==> src/rtl/voq_output_scheduler.sv <==
// Per-output-port VOQ read scheduler: round-robin / weighted round-robin source
// selection, grant held for a whole packet, watchdog abort on a missing eop.

module voq_src_lane #(
  parameter int WEIGHT_W = 4
) (
  input  logic [WEIGHT_W-1:0] weight,
  output logic [WEIGHT_W-1:0] eff_weight
);
  // A programmed weight of 0 still earns one packet per turn.
  assign eff_weight = (weight == '0) ? WEIGHT_W'(1) : weight;
endmodule

module voq_output_scheduler #(
  parameter int PORT_NUB_TOTAL = 16,
  parameter int WIDTH_SEL      = $clog2(PORT_NUB_TOTAL),
  parameter int WEIGHT_W       = 4,
  parameter int TIMEOUT_CYC    = 1024
) (
  input  logic                               internal_clk,
  input  logic                               rst,
  input  logic [PORT_NUB_TOTAL-1:0]          empty_in,
  input  logic                               ready_in,
  input  logic                               qos_mode,
  input  logic [PORT_NUB_TOTAL*WEIGHT_W-1:0] wrr_weight,
  input  logic                               rd_done,
  output logic [WIDTH_SEL-1:0]               rd_sel,
  output logic                               rd_en,
  output logic                               busy,
  output logic                               timeout_err
);

  localparam int WDOG_W = $clog2(TIMEOUT_CYC) + 1;

  typedef enum logic [1:0] {IDLE, ARB, READ, DONE} state_t;

  state_t                                 state, state_nxt;
  logic [WIDTH_SEL-1:0]                   ptr, ptr_nxt, sel_nxt;
  logic [WEIGHT_W-1:0]                    credit, credit_nxt;
  logic [WDOG_W-1:0]                      wdog, wdog_nxt;
  logic                                   tmo_nxt;
  logic [PORT_NUB_TOTAL-1:0][WEIGHT_W-1:0] eff_w;
  logic                                   found;
  logic [WIDTH_SEL-1:0]                   found_idx;
  logic [WIDTH_SEL:0]                     idx;

  for (genvar s = 0; s < PORT_NUB_TOTAL; s++) begin : g_lane
    voq_src_lane #(.WEIGHT_W(WEIGHT_W)) u_lane (
      .weight     (wrr_weight[s*WEIGHT_W +: WEIGHT_W]),
      .eff_weight (eff_w[s])
    );
  end

  function automatic logic [WIDTH_SEL-1:0] inc_mod(input logic [WIDTH_SEL-1:0] v);
    return (v == WIDTH_SEL'(PORT_NUB_TOTAL-1)) ? '0 : v + 1'b1;
  endfunction

  // First non-empty source at or after ptr, wrapping at PORT_NUB_TOTAL (not 2^WIDTH_SEL).
  always_comb begin
    found     = 1'b0;
    found_idx = '0;
    idx       = '0;
    for (int i = 0; i < PORT_NUB_TOTAL; i++) begin
      idx = {1'b0, ptr} + (WIDTH_SEL+1)'(i);
      if (idx >= (WIDTH_SEL+1)'(PORT_NUB_TOTAL)) idx = idx - (WIDTH_SEL+1)'(PORT_NUB_TOTAL);
      if (!found && !empty_in[idx[WIDTH_SEL-1:0]]) begin
        found     = 1'b1;
        found_idx = idx[WIDTH_SEL-1:0];
      end
    end
  end

  always_comb begin
    state_nxt  = state;
    ptr_nxt    = ptr;
    sel_nxt    = rd_sel;
    credit_nxt = credit;
    wdog_nxt   = wdog;
    tmo_nxt    = 1'b0;
    case (state)
      IDLE: if (ready_in && (~empty_in != '0)) state_nxt = ARB;
      ARB: begin
        if (found) begin
          sel_nxt    = found_idx;
          credit_nxt = qos_mode ? eff_w[found_idx] : WEIGHT_W'(1);
          wdog_nxt   = '0;
          state_nxt  = READ;
        end else begin
          state_nxt  = IDLE;
        end
      end
      READ: begin
        if (rd_done) begin
          credit_nxt = credit - 1'b1;
          state_nxt  = DONE;
        end else if (wdog == WDOG_W'(TIMEOUT_CYC-1)) begin
          tmo_nxt    = 1'b1;
          ptr_nxt    = inc_mod(rd_sel);
          state_nxt  = IDLE;
        end else begin
          wdog_nxt   = wdog + 1'b1;
        end
      end
      DONE: begin
        // Remaining credit keeps the same source for another packet after a 1-cycle bubble.
        if (credit != '0 && !empty_in[rd_sel] && ready_in) begin
          wdog_nxt  = '0;
          state_nxt = READ;
        end else begin
          ptr_nxt   = inc_mod(rd_sel);
          state_nxt = IDLE;
        end
      end
      default: state_nxt = IDLE;
    endcase
  end

  always_ff @(posedge internal_clk or posedge rst) begin
    if (rst) begin
      state       <= IDLE;
      ptr         <= '0;
      credit      <= '0;
      wdog        <= '0;
      rd_sel      <= '0;
      rd_en       <= 1'b0;
      busy        <= 1'b0;
      timeout_err <= 1'b0;
    end else begin
      state       <= state_nxt;
      ptr         <= ptr_nxt;
      credit      <= credit_nxt;
      wdog        <= wdog_nxt;
      rd_sel      <= sel_nxt;
      rd_en       <= (state_nxt == READ);
      busy        <= (state_nxt != IDLE);
      timeout_err <= tmo_nxt;
    end
  end

endmodule
==> config.mk <==
export PLATFORM = sky130hd
export DESIGN_NAME = voq_output_scheduler
export DESIGN_NICKNAME = d
export VERILOG_FILES = /design/src/rtl/voq_output_scheduler.sv
export SDC_FILE = /design/constraint.sdc
export NUM_CORES = 1
export LEC_CHECK = 0
export CELL_PAD_IN_SITES_DETAIL_PLACEMENT = 1
export CELL_PAD_IN_SITES_GLOBAL_PLACEMENT = 2
export CORE_UTILIZATION = 33
export DETAILED_ROUTE_END_ITERATION = 6
export PLACE_DENSITY = 0.95
export SLEW_MARGIN = 25
export SYNTH_ARGS = -nofsm -noshare
export SYNTH_HDL_FRONTEND = slang
export SYNTH_SLANG_ARGS = --single-unit
==> constraint.sdc <==
create_clock -name internal_clk -period 6.1 [get_ports internal_clk]
set_input_delay 0.915 -clock internal_clk [delete_from_list [all_inputs] [get_ports internal_clk]]
set_output_delay 0.915 -clock internal_clk [all_outputs]
set_load 0.03 [all_outputs]
# [After elaboration in Yosys (flattened, before gate mapping)]
# Index checks and enable logic that the tools add are counted.
[classes] add_sub_neg=34 n_mul=0 div=0 n_lt_le_gt_ge=34 n_eq_ne=13 n_shift=0 mux=123 bitwise=1 n_reduce_logical=75
[op_table] operator="two-way mux 4 bit" count=56
[op_table] operator="less-than comparator 4 x 5 -> 1 bit (second input constant)" count=18
[op_table] operator=">= comparator 5 bit (second input constant)" count=15
[op_table] operator="binary-select mux 1 bit (select 4 bit)" count=17
[op_table] operator="subtractor 4 x 1 -> 4 bit (second input constant)" count=17
[op_table] operator="zero test 4 bit" count=16
[op_table] operator="two-way mux 11 bit" count=4
[op_table] operator="adder 4 x 4 -> 5 bit (second input constant)" count=8
[op_table] operator="two-way mux 1 bit" count=36
[op_table] operator="case mux 11 bit (3 select lines)" count=1
[op_table] operator="zero test 1 bit" count=30
[op_table] operator="adder 4 x 3 -> 5 bit (second input constant)" count=4
[op_table] operator="logical AND 1 bit" count=18
[op_table] operator="binary-select mux 4 bit (select 4 bit)" count=1
[op_table] operator="inverter 16 bit" count=1
[op_table] operator="case mux 4 bit (2 select lines)" count=2
[op_table] operator="nonzero test 16 bit" count=1
[op_table] operator="inequality test 2 bit (second input constant)" count=7
[op_table] operator="adder 11 x 1 -> 11 bit (second input constant)" count=1
[op_table] operator="== test 11 x 10 -> 1 bit (second input constant)" count=1
[op_table] operator="adder 4 x 2 -> 5 bit (second input constant)" count=2
[op_table] operator="two-way mux 2 bit" count=5
[op_table] operator="case mux 2 bit (4 select lines)" count=1
[op_table] operator="== test 2 bit (second input constant)" count=3
[op_table] operator="other kinds (13)" count=15
[word_totals] regBits=28 latchBits=0 ram_bits=0 rom_bits=0 output_inout_bits=7 word_cells=288 mem_count=0

# [Depth between registers and ports, before layout]
[logic_depth] depth_word=55 mapped_depth=21 depth_no_buf=14

# [By module]
# A second synthesis with hierarchy kept.
[unflattened] hier_cells=554 area_unflattened_um2=4951.0
[modules_own_cells] module="voq_output_scheduler" n_inst=1 cells_per_inst=474 area_per_inst_um2=4590.7 seq_area_each_um2=700.7
[modules_own_cells] module="voq_src_lane" n_inst=16 cells_per_inst=5 area_per_inst_um2=22.5 seq_area_each_um2=0.0

# [Least setup slack after synthesis]
# OpenSTA, ideal clock, no wires.
[synth_timing] kind="flip-flop to flip-flop" start="reg ptr[1]" end="reg credit[1]" arrival_time_ns=4.416 required_time_ns=6.013 slack_ns=1.598 path_stages_with_launch=19 n_path_buf=5 synth_period_minus_slack_ns=4.502 cell_sequence="dfrtp_1 -> buf_4 -> buf_6 -> buf_4 -> inv_1 -> ha_1 -> buf_2 -> mux4_2 -> mux4_2 -> or3_1 -> a31oi_1 -> o21ai_2 -> o31ai_4 -> nand3_4 -> buf_6 -> mux2i_1 -> mux2_2 -> a221o_1 -> o211ai_1"
[synth_via] elab_chain_cells=55 elab_cells_between_ends=178
[synth_lines] element="start, declared" line="38" text="logic [WIDTH_SEL-1:0] ptr, ptr_nxt, sel_nxt;"
[synth_lines] element="start signal, assigned" line="130" text="ptr <= ptr_nxt;"
[synth_lines] element="adder 4 x 1 -> 5 bit" line="64" text="idx = {1'b0, ptr} + (WIDTH_SEL+1)'(i);"
[synth_lines] element="subtractor 4 x 1 -> 4 bit / >= comparator 5 bit (equally long branches)" line="65" text="if (idx >= (WIDTH_SEL+1)'(PORT_NUB_TOTAL)) idx = idx - (WIDTH_SEL+1)'(PORT_NUB_TOTAL);"
[synth_lines] element="two-way mux 4 bit" line="65"
[synth_lines] element="binary-select mux 1 bit (select 4 bit)" line="66" text="if (!found && !empty_in[idx[WIDTH_SEL-1:0]]) begin"
[synth_lines] element="two-way mux 1 bit (not written as such)" line="66"
[synth_lines] element="zero test 1 bit" line="66"
[synth_lines] element="logical AND 1 bit" line="66"
[synth_lines] element="two-way mux 1 bit" line="66"
[synth_lines] element="(+39 left out)"
[synth_lines] element="zero test 1 bit" line="66"
[synth_lines] element="logical AND 1 bit" line="66"
[synth_lines] element="two-way mux 4 bit" line="66"
[synth_lines] element="binary-select mux 4 bit (select 4 bit)" line="85" text="credit_nxt = qos_mode ? eff_w[found_idx] : WEIGHT_W'(1);"
[synth_lines] element="two-way mux 4 bit (not written as such)" line="85"
[synth_lines] element="two-way mux 4 bit" line="85"
[synth_lines] element="two-way mux 4 bit" line="83" text="if (found) begin"
[synth_lines] element="case mux 4 bit (2 select lines)" line="80" text="case (state)"
[synth_lines] element="end signal, assigned" line="131" text="credit <= credit_nxt;"
[synth_lines] element="end, declared" line="39" text="logic [WEIGHT_W-1:0] credit, credit_nxt;"
# Parallel ways exist; a longest one is shown, timed or not. The select of a mux whose other input is x is not followed.
# A chain may end at the register's enable or synchronous reset.

# [Final worst setup path]
[layout_timing] start="reg ptr[1]" end="reg credit[0]"
# The elaborated chain is that of the path after synthesis.

==> results.cfg <==
[outcome]
status = complete, no violations

[global_route]
grt_pass1_vias = 5357
grt-ovfl-total = 0
grt_antenna_before_repair = 0
grt_use_total = 0.244
grt_pass1_wl_um = 28900
grt_max_degree = 29

[cells_and_area]
final_cells = 799
nNetsFinal = 715
post-route-util = 0.423
multi_input_area_um2 = 3900
fill_cells = 1672
drive_gt1_frac = 0.153
area_growth_pct = 23.6
num_antenna_cells = 0
seq_area_um2 = 701

[logic_synthesis]
synth_edf_count = 0
synth_ff_type = dfrtp_1
synth.distinct_cells = 83
ys_seq_area_frac = 0.145
synthTopCellsByArea = mux4_2 (17%), dfrtp_1 (15%), mux2i_1 (9.5%), mux2_2 (4.2%), nor2_1 (4.1%)
synth_warnings = 0
async_reset_ff_frac = 1.00
synth_top_cell_area_share = 0.173
ys_seq_elements = 28
synth_largest_area_cell = mux4_2
synthCells = 542
synth_area_per_cell_um2 = 8.90
synth_area_um2 = 4830
synthesis.nets = 637

[floorplanning]
start_util = 0.342
die_h_um = 123
core_area_um2 = 14100
ios = 92
die-area_um2 = 15100
rows = 43
die_width_um = 123

[worst_setup_path]
critPathArrivalTime_ps = 5800
cp.required_ps = 6230
crit_path_end_kind = flip-flop
cp_max_fo = 15
cpLargestDelayFamily = simple AND/OR/NAND/NOR gates
crit_top_cell = mux2i_1
slowest_delay_ps = 710
worstSetupStartpointType = flip-flop
path_cells = inv_1 > ha_1 > mux4_2 > mux2i_1 > mux2i_1 > nand3b_1 > nor4_1 > and2_1 > nand4_1 > a31oi_2 > a21oi_1 > a2bb2o_1 > nor4bb_1 > a211oi_2
critPathBufInv = 1
slowest_stage = ha_1
path_class = flip-flop to flip-flop

[drt]
dr.pass1.iters = 5
wl_met2_um = 9240
drtIter0Drc = 315
ant_nets = 0
met1_length_um = 7580
post_drt_wl_per_cell_um = 22.6
route.top_layer_used = met4
drc = 0
wl_met3_um = 892
wirelength_um = 18100
num_vias = 5098
viasPerCell = 6.38

[place]
dpl.hpwl_um = 14200
placedCellCount = 795
place.gp.congestion = 0.911
io_buffers = 91
place_ws_ps = 645

[cts]
post-cts-setup-buffers = 0
hold_buffers = 0
cts_buffers = 3
clock-sinks = 28
clock_path_buffers = 2
root_buffer = clkbuf_16
clk_latency_ps = 270
cts.clk_slew.worst_paths_ps = 70
cts_tree = done
cts-resized-gates = 0
cts_max_level = 1

[sta]
relSlewSlack = 0.496
timing.final.ws_setup_ps = 434
setup_tns_ps = 0
finalHoldViolCount = 0
clock_skew_ps = 9.30
rsz0062_at_grt = false
setup_viol = 0
fin_crit_sh = 0.929
fmax_mhz = 177
drv_slew = 0
period_minus_slack_ps = 5670
tightest_slew_ps = 754

[worst_hold_path]
hold_class = flip-flop to flip-flop

[flow_run]
drv_cap = 0
## synthesized netlist by cell type, types with 6 or more instances
cell,instances
mux2i_1,46
nand2_1,39
buf_6,6
clkbuf_1,10
mux4_2,37
dfrtp_1,28
nor2_1,53
a22oi_1,7
inv_1,12
o211ai_1,8
a211oi_1,9
and3_1,6
o21ai_0,28
mux2_2,18
nor2b_1,10
nor3_1,20
a21oi_1,22
nand4_1,16
nand3_1,16
o22ai_1,6
ha_1,10
## routing by layer
metal  up-vias  global-route usage
li1       2296                   -
met1      2583               0.324
met2       181               0.422
met3        38              0.0244
met4         0              0.0617
met5         -                   0
## registers in the layout, indices dropped and copies added, names as in the netlist
name and flops:
wdog 11, rd_en 1, rd_sel 4, credit 4, timeout_err 1, busy 1, state 2, ptr 4
## through the flow
stage          instance area, µm²  hold slack (ps)
5_1_grt                      5960              527
3_3_place_gp                 5860              489
3_5_place_dp                 5860              501
4_1_cts                      5960              507
6_report                     5960              510
2_1_floorplan                4830              461
## kinds of logic after synthesis
logic type | after synthesis | synth area share
flip-flops | 28 | 0.145
XOR/XNOR | 14 | 0.0316
AND/OR/NAND/NOR | 198 | 0.213
buffers and inverters | 42 | 0.0472
adder cells (fa/ha/maj) | 10 | 0.0259
AO/OA/AOI/OAI | 145 | 0.217
multiplexers | 105 | 0.320
## worst paths after layout
| path | from | endpoint | slack (ps) | depth (start not counted) |
|---|---|---|---|---|
| worst max-delay path | ptr[1] | credit[0] | 430 | 14 |
| max in group asynchronous | rst | rd_sel[1] | 4660 | 2 |
| worst min register to register | wdog[3] | wdog[3] | 510 | 1 |
| min in group asynchronous | rst | timeout_err | 1040 | 2 |
| worst min-delay path | wdog[3] | wdog[3] | 510 | 1 |
| worst max register to register | ptr[1] | credit[0] | 430 | 14 |
## placed cells by master, fill, tap and decap left out, types with 4 or more instances in the layout
cell / count
clkdlybuf4s50_1: 91
a31oi_1: 5
buf_4: 9
nand4_1: 16
xor2_1: 5
o21ai_0: 28
nand3b_1: 5
mux2i_1: 46
dfrtp_1: 28
a22oi_1: 7
o22ai_1: 6
o211ai_1: 8
xnor2_1: 5
nor3_1: 20
o31ai_1: 4
a21o_1: 4
nand2b_1: 4
mux2_2: 18
or3_1: 5
or2_2: 4
o21a_1: 4
o2111ai_1: 4
nor2_1: 53
a21oi_1: 22
nand3_1: 16
xnor2_2: 4
a211oi_1: 9
inv_1: 11
nand2_1: 39
mux4_2: 37
nor2b_1: 10
and3_1: 6
ha_1: 10
## cell type report
type                       count  area share
clock buffer                   3      0.0126
inverter                      15     0.00944
timing repair buffer         100       0.164
clock inverter                 1     0.00504
multi-input combinational    472       0.654
sequential                    28       0.117
tap                          180      0.0378
Power is not shown: default switching activity piles up to over one toggle a cycle in this logic, so the estimate is an artifact.
